<file path="src/rtl/cpu_bus_pkg.sv">
// Shared types and default geometry for the CPU external-bus sequencer.
package cpu_bus_pkg;

    typedef enum logic [1:0] {
        FETCH = 2'd0,
        READ  = 2'd1,
        WRITE = 2'd2
    } bus_kind_e;

    typedef enum logic {
        IDLE = 1'b0,
        BUS  = 1'b1
    } bus_state_e;

    localparam int DEF_DATA_WIDTH     = 8;
    localparam int DEF_ADDR_WIDTH     = 16;
    localparam int DEF_TIMEOUT_CYCLES = 255;

endpackage

</file>
<file path="src/rtl/cpu_bus_interface_timer.sv">
// Counts consecutive RDY-low cycles of one read; expired_o fires combinationally on the
// counting edge that would make the count reach TIMEOUT_CYCLES.
module bus_wait_timer #(
    parameter int TIMEOUT_CYCLES = 255
) (
    input  logic CLK,
    input  logic RST_N,
    input  logic clear_i,
    input  logic count_i,
    output logic expired_o
);

    localparam int CW = $clog2(TIMEOUT_CYCLES + 1);
    localparam logic [CW-1:0] LAST = CW'(TIMEOUT_CYCLES - 1);

    logic [CW-1:0] cnt_q, cnt_d;

    always_comb begin
        cnt_d = cnt_q;
        if (clear_i) begin
            cnt_d = '0;
        end else if (count_i) begin
            cnt_d = cnt_q + 1'b1;
        end
    end

    always_ff @(posedge CLK) begin
        if (!RST_N) begin
            cnt_q <= '0;
        end else begin
            cnt_q <= cnt_d;
        end
    end

    assign expired_o = count_i && (cnt_q == LAST);

endmodule

</file>
<file path="src/rtl/cpu_bus_interface.sv">
// External-bus sequencer: one core request -> one bus cycle, registered pins and response.
// Optional read wait timeout enabled by defining CPU_BUS_WAIT_TIMEOUT_EN.
module cpu_bus_interface
    import cpu_bus_pkg::*;
#(
    parameter int DATA_WIDTH     = DEF_DATA_WIDTH,
    parameter int ADDR_WIDTH     = DEF_ADDR_WIDTH,
    parameter int TIMEOUT_CYCLES = DEF_TIMEOUT_CYCLES
) (
    input  logic                  CLK,
    input  logic                  RST_N,
    input  logic                  req_valid,
    output logic                  req_ready,
    input  logic [1:0]            req_kind,
    input  logic [ADDR_WIDTH-1:0] req_addr,
    input  logic [DATA_WIDTH-1:0] req_wdata,
    output logic                  rsp_valid,
    output logic [DATA_WIDTH-1:0] rsp_data,
    output logic                  rsp_err,
    input  logic                  RDY,
    input  logic [DATA_WIDTH-1:0] DATA_IN,
    output logic [DATA_WIDTH-1:0] DATA_OUT,
    output logic [DATA_WIDTH-1:0] OUTPUT_ENABLE,
    output logic [ADDR_WIDTH-1:0] ADDRESS,
    output logic                  RW,
    output logic                  SYNC
);

    bus_state_e            state_q, state_d;
    bus_kind_e             kind_q, kind_d;
    logic [ADDR_WIDTH-1:0] addr_q, addr_d;
    logic                  rw_q, rw_d;
    logic                  sync_q, sync_d;
    logic [DATA_WIDTH-1:0] dout_q, dout_d;
    logic [DATA_WIDTH-1:0] oe_q, oe_d;
    logic                  rsp_valid_q, rsp_valid_d;
    logic [DATA_WIDTH-1:0] rsp_data_q, rsp_data_d;
    logic                  rsp_err_q, rsp_err_d;

    logic      in_read;
    logic      done;
    logic      accept;
    logic      timed_out;
    bus_kind_e req_kind_n;

    // Reserved encoding 3 is folded into READ so the rest of the FSM sees only three kinds.
    always_comb begin
        req_kind_n = READ;
        if (req_kind == 2'd0) req_kind_n = FETCH;
        if (req_kind == 2'd2) req_kind_n = WRITE;
    end

    assign in_read   = (state_q == BUS) && (kind_q != WRITE);
    assign done      = (state_q == BUS) && ((kind_q == WRITE) || RDY || timed_out);
    assign req_ready = (state_q == IDLE) || done;
    assign accept    = req_valid && req_ready;

`ifdef CPU_BUS_WAIT_TIMEOUT_EN
    logic wait_cnt_en;
    assign wait_cnt_en = in_read && !RDY;

    bus_wait_timer #(
        .TIMEOUT_CYCLES(TIMEOUT_CYCLES)
    ) u_wait_timer (
        .CLK      (CLK),
        .RST_N    (RST_N),
        .clear_i  (done),
        .count_i  (wait_cnt_en),
        .expired_o(timed_out)
    );
`else
    assign timed_out = 1'b0;
    if (TIMEOUT_CYCLES < 1) begin : g_bad_timeout
    end
`endif

    always_comb begin
        state_d     = state_q;
        kind_d      = kind_q;
        addr_d      = addr_q;
        rw_d        = rw_q;
        sync_d      = sync_q;
        dout_d      = dout_q;
        oe_d        = oe_q;
        rsp_valid_d = 1'b0;
        rsp_data_d  = rsp_data_q;
        rsp_err_d   = 1'b0;

        if (done && in_read) begin
            rsp_valid_d = 1'b1;
            rsp_data_d  = timed_out ? '0 : DATA_IN;
            rsp_err_d   = timed_out;
        end

        // A fresh accept owns the pins next cycle even when it coincides with a completion.
        if (accept) begin
            state_d = BUS;
            kind_d  = req_kind_n;
            addr_d  = req_addr;
            rw_d    = (req_kind_n != WRITE);
            sync_d  = (req_kind_n == FETCH);
            oe_d    = '0;
            if (req_kind_n == WRITE) begin
                dout_d = req_wdata;
                oe_d   = '1;
            end
        end else if (done) begin
            state_d = IDLE;
            rw_d    = 1'b1;
            sync_d  = 1'b0;
            oe_d    = '0;
        end
    end

    always_ff @(posedge CLK) begin
        if (!RST_N) begin
            state_q     <= IDLE;
            kind_q      <= READ;
            addr_q      <= '0;
            rw_q        <= 1'b1;
            sync_q      <= 1'b0;
            dout_q      <= '0;
            oe_q        <= '0;
            rsp_valid_q <= 1'b0;
            rsp_data_q  <= '0;
            rsp_err_q   <= 1'b0;
        end else begin
            state_q     <= state_d;
            kind_q      <= kind_d;
            addr_q      <= addr_d;
            rw_q        <= rw_d;
            sync_q      <= sync_d;
            dout_q      <= dout_d;
            oe_q        <= oe_d;
            rsp_valid_q <= rsp_valid_d;
            rsp_data_q  <= rsp_data_d;
            rsp_err_q   <= rsp_err_d;
        end
    end

    assign ADDRESS       = addr_q;
    assign RW            = rw_q;
    assign SYNC          = sync_q;
    assign DATA_OUT      = dout_q;
    assign OUTPUT_ENABLE = oe_q;
    assign rsp_valid     = rsp_valid_q;
    assign rsp_data      = rsp_data_q;
    assign rsp_err       = rsp_err_q;

endmodule

</file>
<file path="config.mk">
export PLATFORM = sky130hd
export DESIGN_NAME = cpu_bus_interface
export DESIGN_NICKNAME = d
export VERILOG_FILES = /design/src/rtl/cpu_bus_pkg.sv /design/src/rtl/cpu_bus_interface_timer.sv /design/src/rtl/cpu_bus_interface.sv
export SDC_FILE = /design/constraint.sdc
export NUM_CORES = 1
export LEC_CHECK = 0
export BUFFER_PORTS_ARGS = -buffer_cell sky130_fd_sc_hd__buf_2
export CAP_MARGIN = 20
export CORE_MARGIN = 2
export CORE_UTILIZATION = 45
export DETAILED_ROUTE_END_ITERATION = 6
export MAX_ROUTING_LAYER = met4
export PLACE_DENSITY_LB_ADDON = 0.3
export SLEW_MARGIN = 40
export SYNTH_ARGS = -nofsm -noshare
export SYNTH_HDL_FRONTEND = slang
export SYNTH_SLANG_ARGS = --single-unit
</file>
<file path="constraint.sdc">
create_clock -name CLK -period 1.4 [get_ports CLK]
set_input_delay 0.14 -clock CLK [delete_from_list [all_inputs] [get_ports CLK]]
set_output_delay 0.14 -clock CLK [all_outputs]
set_load 0.01 [all_outputs]
</file>
== Yosys cells after proc, flatten, opt, wreduce, memory -nomap -nowiden ==
Index checks and enable logic that the tools add are counted.

* Register bits: 46
* Bits of input ports: 38
* Output and inout port bits: 45
* Word-level logic and storage cells: 36

* Equal/unequal tests: 5
* Multiplexer cells: 11
* Bitwise gates (word level): 1
* Reduce and logical (&&, ||, !) cells: 10

{| class="wikitable"
|+ Operators with widths
! operator !! number
|-
| $mux W8 || 3
|-
| $mux W1 || 7
|-
| $eq A2 B2 Y1 const B || 3
|-
| $logic_and A1 B1 Y1 || 4
|-
| $logic_not A2 Y1 || 2
|-
| $ne A2 B2 Y1 const B || 2
|-
| $logic_or A1 B1 Y1 || 2
|-
| $mux W2 || 1
|-
| $reduce_and A2 Y1 || 1
|-
| $reduce_bool A2 Y1 || 1
|-
| $not A1 Y1 || 1
|}

== Longest topological paths before layout ==
Gate-level depths: netlist of the first run.

* Depth in word-level cells: 6
* Mapped depth: 5
* Gate-level depth less buffers: 3

== Worst setup path after synthesis of the first run ==
OpenSTA, ideal clock, no wires.

* Path type: reg2reg
* Start point: reg state_q
* End point: reg addr_q[0], in the netlist ADDRESS[0]
* Setup time: 0.072 ns
* Arrival time: 1.075 ns
* Data required time: 1.328 ns
* Slack: 0.253 ns
* Cell stages (with the launch flop): 6
* Buffers on the path: 2
* Period minus slack after synthesis: 1.147 ns
* Path through: dfxtp_1 and2b_4 a21boi_2 buf_6 buf_12 mux2i_1

* Longest elaborated chain between the ends: 3
* Elaborated cells between the ends (all ways): 4
* Classes of those cells: bitwise (1); reduce/logical (3)

{| class="wikitable"
|+ RTL lines
! item !! line !! RTL
|-
| start: declaration || cpu_bus_interface.sv:29 || <nowiki>bus_state_e state_q, state_d;</nowiki>
|-
| start signal: assignment || cpu_bus_interface.sv:128 || <nowiki>state_q <= state_d;</nowiki>
|-
| $logic_and A1 B1 Y1 / $not A1 Y1 (equally long branches) || cpu_bus_interface.sv:54, cpu_bus_interface.sv:55 ||
|-
| $logic_or A1 B1 Y1 * || cpu_bus_interface.sv:55 || <nowiki>assign req_ready = (state_q == IDLE) || done;</nowiki>
|-
| $logic_and A1 B1 Y1 * || cpu_bus_interface.sv:56 || <nowiki>assign accept = req_valid && req_ready;</nowiki>
|-
| end signal: assignment || cpu_bus_interface.sv:130 || <nowiki>addr_q <= addr_d;</nowiki>
|-
| end: declaration || cpu_bus_interface.sv:31 || <nowiki>logic [ADDR_WIDTH-1:0] addr_q, addr_d;</nowiki>
|}

Mark *: on every way between the ends. The rest lies on a longest branch, timed or not.
A chain may end at the register's enable or synchronous reset.

== Worst setup path in the final report of the first run ==
* Start point: reg kind_q[0]
* End point: out req_ready

* Longest elaborated chain between the ends: 4

{| class="wikitable"
|+ RTL lines
! item !! line !! RTL
|-
| start: declaration || cpu_bus_interface.sv:30 || <nowiki>bus_kind_e kind_q, kind_d;</nowiki>
|-
| start signal: assignment || cpu_bus_interface.sv:129 || <nowiki>kind_q <= kind_d;</nowiki>
|-
| $eq A2 B2 Y1 || cpu_bus_interface.sv:54 || <nowiki>assign done = (state_q == BUS) && ((kind_q == WRITE) || RDY || timed_out);</nowiki>
|-
| $logic_or A1 B1 Y1 || cpu_bus_interface.sv:54 ||
|-
| $logic_and A1 B1 Y1 || cpu_bus_interface.sv:54 ||
|-
| $logic_or A1 B1 Y1 || cpu_bus_interface.sv:55 ||
|-
| end: declaration || cpu_bus_interface.sv:13 || <nowiki>output logic req_ready,</nowiki>
|}

No other way between the ends.

==> results of run 1 <==
==> power breakdown <==
group          switching (W)  total (W)  leakage [nW]  internal (W)
sequential         0.0000310    0.00120         0.319       0.00117
clock               0.000336   0.000532        0.0293      0.000196
combinational       0.000161   0.000310         0.684      0.000149
==> layer usage <==
metal  vias up  track usage, %  wire (µm)
met4         0            9.31         74
met3        10            4.40        234
met2        55            26.0       1540
met1       653            21.4       1480
li1        752               -          -
met5         -               -          0
==> metrics by stage <==
step	util (%)	instances	power, W
3_3_place_gp	59.0	297	0.00153
6_report	60.6	305	0.00204
5_1_grt	60.6	305	0.00216
4_1_cts	60.5	305	0.00206
2_1_floorplan	-	184	0.00141
3_5_place_dp	59.0	297	0.00153
==> state kept, by name, summed over array words and instances, names as in the netlist <==
signal	count
kind_q	2
DATA_OUT	8
RW	1
state_q	1
SYNC	1
ADDRESS	16
rsp_data	8
rsp_valid	1
OUTPUT_ENABLE	1
==> area by class of cell <==
cell class,instances,area [µm²]
inverter,2,7.51
clock inverter,1,5.00
sequential,39,781
timing repair buffer,88,458
clock buffer,7,45.0
tap,46,57.6
multi-input combinational,122,717
fill,327,1350
==> logic make-up (layout without fill, tap and decap cells) <==
kind of cell / Yosys count / count (layout)
buf+inv: 23 / 98
compound gates: 27 / 27
simple gates: 70 / 70
other cells: 1 / 1
flops: 39 / 39
mux: 24 / 24
==> worst max-delay path: cells and delay by family (launching register included) <==
| family | cells | cell delay, ns |
|---|---|---|
| DFF | 1 | 0.41 |
| and+or+nand+nor | 2 | 0.30 |
| buffers and inverters | 1 | 0.14 |
==> cell usage in the layout, fill, tap and decap left out, types with 3 or more instances in the layout <==
master and instances:
o21ai_0 8, a21oi_1 10, nand3_1 8, buf_4 7, o22ai_1 3, dfxtp_1 39
buf_2 81, clkbuf_4 5, nand2_1 53, mux2i_1 24
==> final timing paths <==
| kind | slack (ns) | depth (start not counted) | endpoint | from |
|---|---|---|---|---|
| min | 0.03 | 3 | ADDRESS[12]$_SDFFE_PN0P_ | req_addr[12] |
| max | 0.08 | 3 | req_ready | kind_q[0]$_SDFFE_PN1P_ |
| min reg2reg | 0.46 | 2 | SYNC$_SDFFE_PN0P_ | SYNC$_SDFFE_PN0P_ |
| max reg2reg | 0.14 | 4 | DATA_OUT[7]$_SDFFE_PN0P_ | kind_q[1]$_SDFFE_PN0P_ |
==> what timing repair did <==
item	4_1_cts	5_1_grt
setup endpoints to repair	0	7
resized for setup	0	1
endpoints found under the hold margin	0	0
==> impl_results.md, run 1 <==
- Die ar.: 4140 µm²
- Clock Sinks: 39
- Most frequent cells after synthesis: nand2_1 (53), dfxtp_1 (39), mux2i_1 (24)
- CTS Hold Bufs: 0
- Share of post-route cells with drive strength above 1: 38.2%
- Detailed-route via count: 1470
- Number of synthesized flops with an enable pin: 0
- Ports: 83
- Syn nets: 222
- Placeable Area: 3420 µm²
- Outcome: completed
- Critical path, cell by cell: nand2b_4 -> nand2_1 -> buf_2
- Final WS setup: 0.0796 ns
- Max Slew Vio Count: 0
- Final global-route overflow total: 0
- PwrDens: 984 nW/µm²
- Register area share after synthesis: 47.6%
- Register bit total from synthesis: 39
- Number of max-cap violations: 0
- Main combinational cell family by area after synthesis: simple AND/OR/NAND/NOR gates
- Minimum clock period: 1.32 ns
- Post-route DRC: 0
- Kind of critical path: register to primary output
- Post-synth top area share: 47.6%
- Adder-cell share of the synthesized area: 0%
- Fin nets: 296
- Leading area contributor after synthesis: dfxtp_1
- Req. time, crit path: 1.26 ns
- DP Area: 2020 µm²
- Setup Total Neg Slack: 0 ns
- Initial antenna violation count: 0
- Vias in the first global route: 1297
- Total GRT Usage: 17.3%
- Critical path peak fanout: 12
- Post-placement setup slack: 0.0905 ns
- Post-Synth XOR/XNOR Area: 0%
- Final worst-path cycle share: 94.3%
- Async S/R FF share, synth: 0%
- Vias/cell: 4.82
- Placer Congestion: 0.811
- Most frequent cell after synthesis: nand2_1
- Max Buffers Root-to-Sink: 2
- Setup Buffers After CTS: 0
- Pre-Repair DR Iteration Count: 4
- P&R area growth vs syn: 26.2%
- Startpoint Class: register
- Design area: 2070 µm²
- Clk_lat worst skew: 0.34 ns
- Ys flop type: dfxtp_1
- Clock Skew: 0.00620 ns
- Hold_ws: 0.0325 ns
- Die H: 64.4 µm
- Die width: 64.4 µm
- Diodes inserted: 0
- H-tree level count: 2
- Antenna Nets Post-Route: 0
- Avg Inst Size Synth: 8.91 µm²
- Synth warn: 0
- Initial core utilization: 48.0%
- CTS clock-pin slew for the worst setup and hold paths: 0.11 ns
- Synth Cell Area: 1640 µm²
- Gate count after technology mapping: 184
- CTS tree: done
- Largest net degree at the start of global routing: 27
- Synth Area in Simple Gates: 18.5%
- WL/cell: 10.9 µm
- Final wirelength: 3330 µm
- Hold Path Class: primary input to register
- Pleak: 1.03 nW
- RSZ-0062 raised after global routing: false
- Setup-failing EPs final: 0
- Num CTS Buffers: 5
- Mux cell area share after synthesis: 14.6%
- First-pass GRT wire length: 5460 µm
- I/O Buffers: 81
- Critical Path AT: 1.18 ns
- Drt initial violations: 87
- Synth Area in Compound Gates: 9.99%
- Root buf cell: clkbuf_4
- HPWL Detailed: 2520 µm
- Std-Cell Rows: 21
- CP max stage delay: 0.41 ns
- Fin. Hold Viols: 0
- Crit end category: primary output
- Peak VDD IR: 543 µV
- Cell variety after synth: 27
- Achievable Freq: 757 MHz
- Slowest CP cell: dfxtp_1
- Top post-synthesis cells by area: dfxtp_1 (48%), mux2i_1 (15%), nand2_1 (12%)
(Power assumes the default switching activity.)
==> inputs of run 2 (changes only) <==
CORE_ASPECT_RATIO = 1.4   (was unset)
PLACE_DENSITY = 0.86   (was unset)
PLACE_DENSITY_LB_ADDON = unset   (was 0.3)
==> run 2 against run 1 <==
Die area rose by 0.16%. Highest routed layer unchanged. Critical path type is now register to register. Wire length increased by 8.0%. Critical path depth rose by 1.
==> impl_results.md, run 2 (same netlist as run 1, synthesis figures left out) <==
- Outcome: completed
- Setup Total Neg Slack: 0 ns (unchanged)
- CP max stage delay: 0.34 ns (-0.07 ns)
- Placer Congestion: 0.833 (+2.8%)
- Antenna Nets Post-Route: 0 (unchanged)
- Hold Path Class: primary input to register
- Worst reg2reg path depth: 4 (unchanged)
- Startpoint Class: register
- Final wirelength: 3600 µm (+8.0%)
- Ports: 83 (unchanged)
- Pleak: 1.06 nW (+3.1%)
- Design area: 2150 µm² (+4.0%)
- CTS Hold Bufs: 0 (unchanged)
- Clock Skew: 0.00786 ns (+0.00166 ns)
- Peak VDD IR: 1060 µV (+95%)
- Total GRT Usage: 18.9% (+1.6 points)
- Setup Buffers After CTS: 0 (unchanged)
- Pre-Repair DR Iteration Count: 4 (unchanged)
- Die width: 55.0 µm (-15%)
- Final worst-path cycle share: 88.8% (-5.5 points)
- Crit path buf inv count: 1 (unchanged)
- Num CTS Buffers: 5 (unchanged)
- Fin. Hold Viols: 0 (unchanged)
- Kind of critical path: register to register
- Achievable Freq: 804 MHz (+6.2%)
- Std-Cell Rows: 25 (+19%)
- Worst hold stages: 3 (unchanged)
- Number of max-cap violations: 0 (unchanged)
- Clock Sinks: 39 (unchanged)
- Clk_lat worst skew: 0.29 ns (-0.05 ns)
- Post_cts resized: 0 (unchanged)
- Worst r2r dst: ADDRESS[15]$_SDFFE_PN0P_
- Drt initial violations: 29 (-67%)
- WHS Endpoint: ADDRESS[4]$_SDFFE_PN0P_
- CTS tree: done
- Critical path peak fanout: 18 (+6)
- HPWL Detailed: 2690 µm (+6.6%)
- RSZ-0062 raised after global routing: false
- H-tree level count: 2 (unchanged)
- Max FFs per register: 16 (unchanged)
- Critical path, cell by cell: nand2b_4 -> a21boi_2 -> buf_12 -> mux2i_1
- Fin nets: 294 (-0.68%)
- Vias in the first global route: 1289 (-0.62%)
- Total Power: 0.00262 W (+29%)
- P&R area growth vs syn: 31.4%
- RR Startpoint: kind_q[0]$_SDFFE_PN1P_
- Commonest non-fill, non-tap cell in the layout: buf_2
- Die H: 75.4 µm (+17%)
- Post-route DRC: 0 (unchanged)
- Initial core utilization: 47.7% (-0.35 points)
- Slowest CP cell: dfxtp_1
- Final global-route overflow total: 0 (unchanged)
- Detailed-route via count: 1475 (+0.34%)
- Share of post-route cells with drive strength above 1: 38.5% (+0.30 points)
- Most frequent cells in the layout: buf_2 (81), nand2_1 (53), dfxtp_1 (39)
- I/O Buffers: 81 (unchanged)
- Placeable Area: 3440 µm² (+0.73%)
- Core Util, Final: 62.6% (+2.0 points)
- Vias/cell: 4.97 (+3.0%)
- First-pass GRT wire length: 5480 µm (+0.26%)
- Crit end category: register
- Setup slack, reg-to-reg: 0.16 ns (+0.02 ns)
- Critical Path AT: 1.46 ns (+0.28 ns)
- WL/cell: 12.1 µm (+11%)
- Largest delay share family, worst path: flip-flops
- Max Buffers Root-to-Sink: 2 (unchanged)
- CTS clock-pin slew for the worst setup and hold paths: 0.08 ns (-0.03 ns)
- Diodes inserted: 0 (unchanged)
- Setup-failing EPs final: 0 (unchanged)
- Req. time, crit path: 1.61 ns (+0.35 ns)
- DP Area: 2020 µm² (+0.12%)
- Minimum clock period: 1.24 ns (-0.0770 ns)
- Max Slew Vio Count: 0 (unchanged)
- Initial antenna violation count: 0 (unchanged)
- Die ar.: 4150 µm² (+0.16%)
- Root buf cell: clkbuf_8
- PwrDens: 1220 nW/µm² (+24%)
- Largest net degree at the start of global routing: 49 (+81%)
- Hold Crit Start: req_addr[4]
==> run 2: worst max path at each step <==
stage	from	endpoint	cells after the start
after global routing	kind_q[0]$_SDFFE_PN1P_	ADDRESS[15]$_SDFFE_PN0P_	4
after CTS	kind_q[0]$_SDFFE_PN1P_	ADDRESS[15]$_SDFFE_PN0P_	4
after floorplan	state_q$_SDFFE_PN0P_	ADDRESS[0]$_SDFFE_PN0P_	5
after detailed placement	kind_q[0]$_SDFFE_PN1P_	ADDRESS[15]$_SDFFE_PN0P_	4
after global placement	kind_q[0]$_SDFFE_PN1P_	kind_q[0]$_SDFFE_PN1P_	4
final	kind_q[0]$_SDFFE_PN1P_	ADDRESS[15]$_SDFFE_PN0P_	4
==> run 2: power by group <==
group / internal (W) / switching, W
combinational: 0.000152 / 0.000166
clock: 0.000711 / 0.000398
sequential: 0.00116 / 0.0000294
total: 0.00203 / 0.000593
==> run 2: layer usage <==
| metal | track usage, % | vias up | part of all wire, % |
|---|---|---|---|
| met5 | - | - | 0 |
| met4 | 10.6 | 0 | 2.4 |
| met3 | 5.69 | 6 | 6.9 |
| met2 | 31.0 | 58 | 51 |
| met1 | 19.9 | 664 | 39 |
| li1 | - | 747 | - |
==> run 2: area by class of cell <==
class                           instances  area (µm²)
Fill cell                             310        1290
Timing Repair Buffer                   86         468
Clock inverter                          3        67.6
Inverter                                2        7.51
Tap cell                               40        50.0
Sequential cell                        39         781
Multi-Input combinational cell        122         712
Clock buffer                            5        68.8
==> run 2: worst reg2reg max path, stage by stage, from the launching register on <==
cell and delay, ns:
dfxtp_1 0.34, nand2b_4 0.20, a21boi_2 0.19, buf_12 0.20, mux2i_1 0.24
==> run 2: through the flow <==
step	hold WS (ns)	worst slack (ns)	std cells
final	0.0860	0.157	297
after detailed placement	0.393	0.152	289
after CTS	0.0743	0.133	297
after floorplan	0.254	0.253	184
after global routing	0.0770	0.101	297
after global placement	0.386	0.255	289
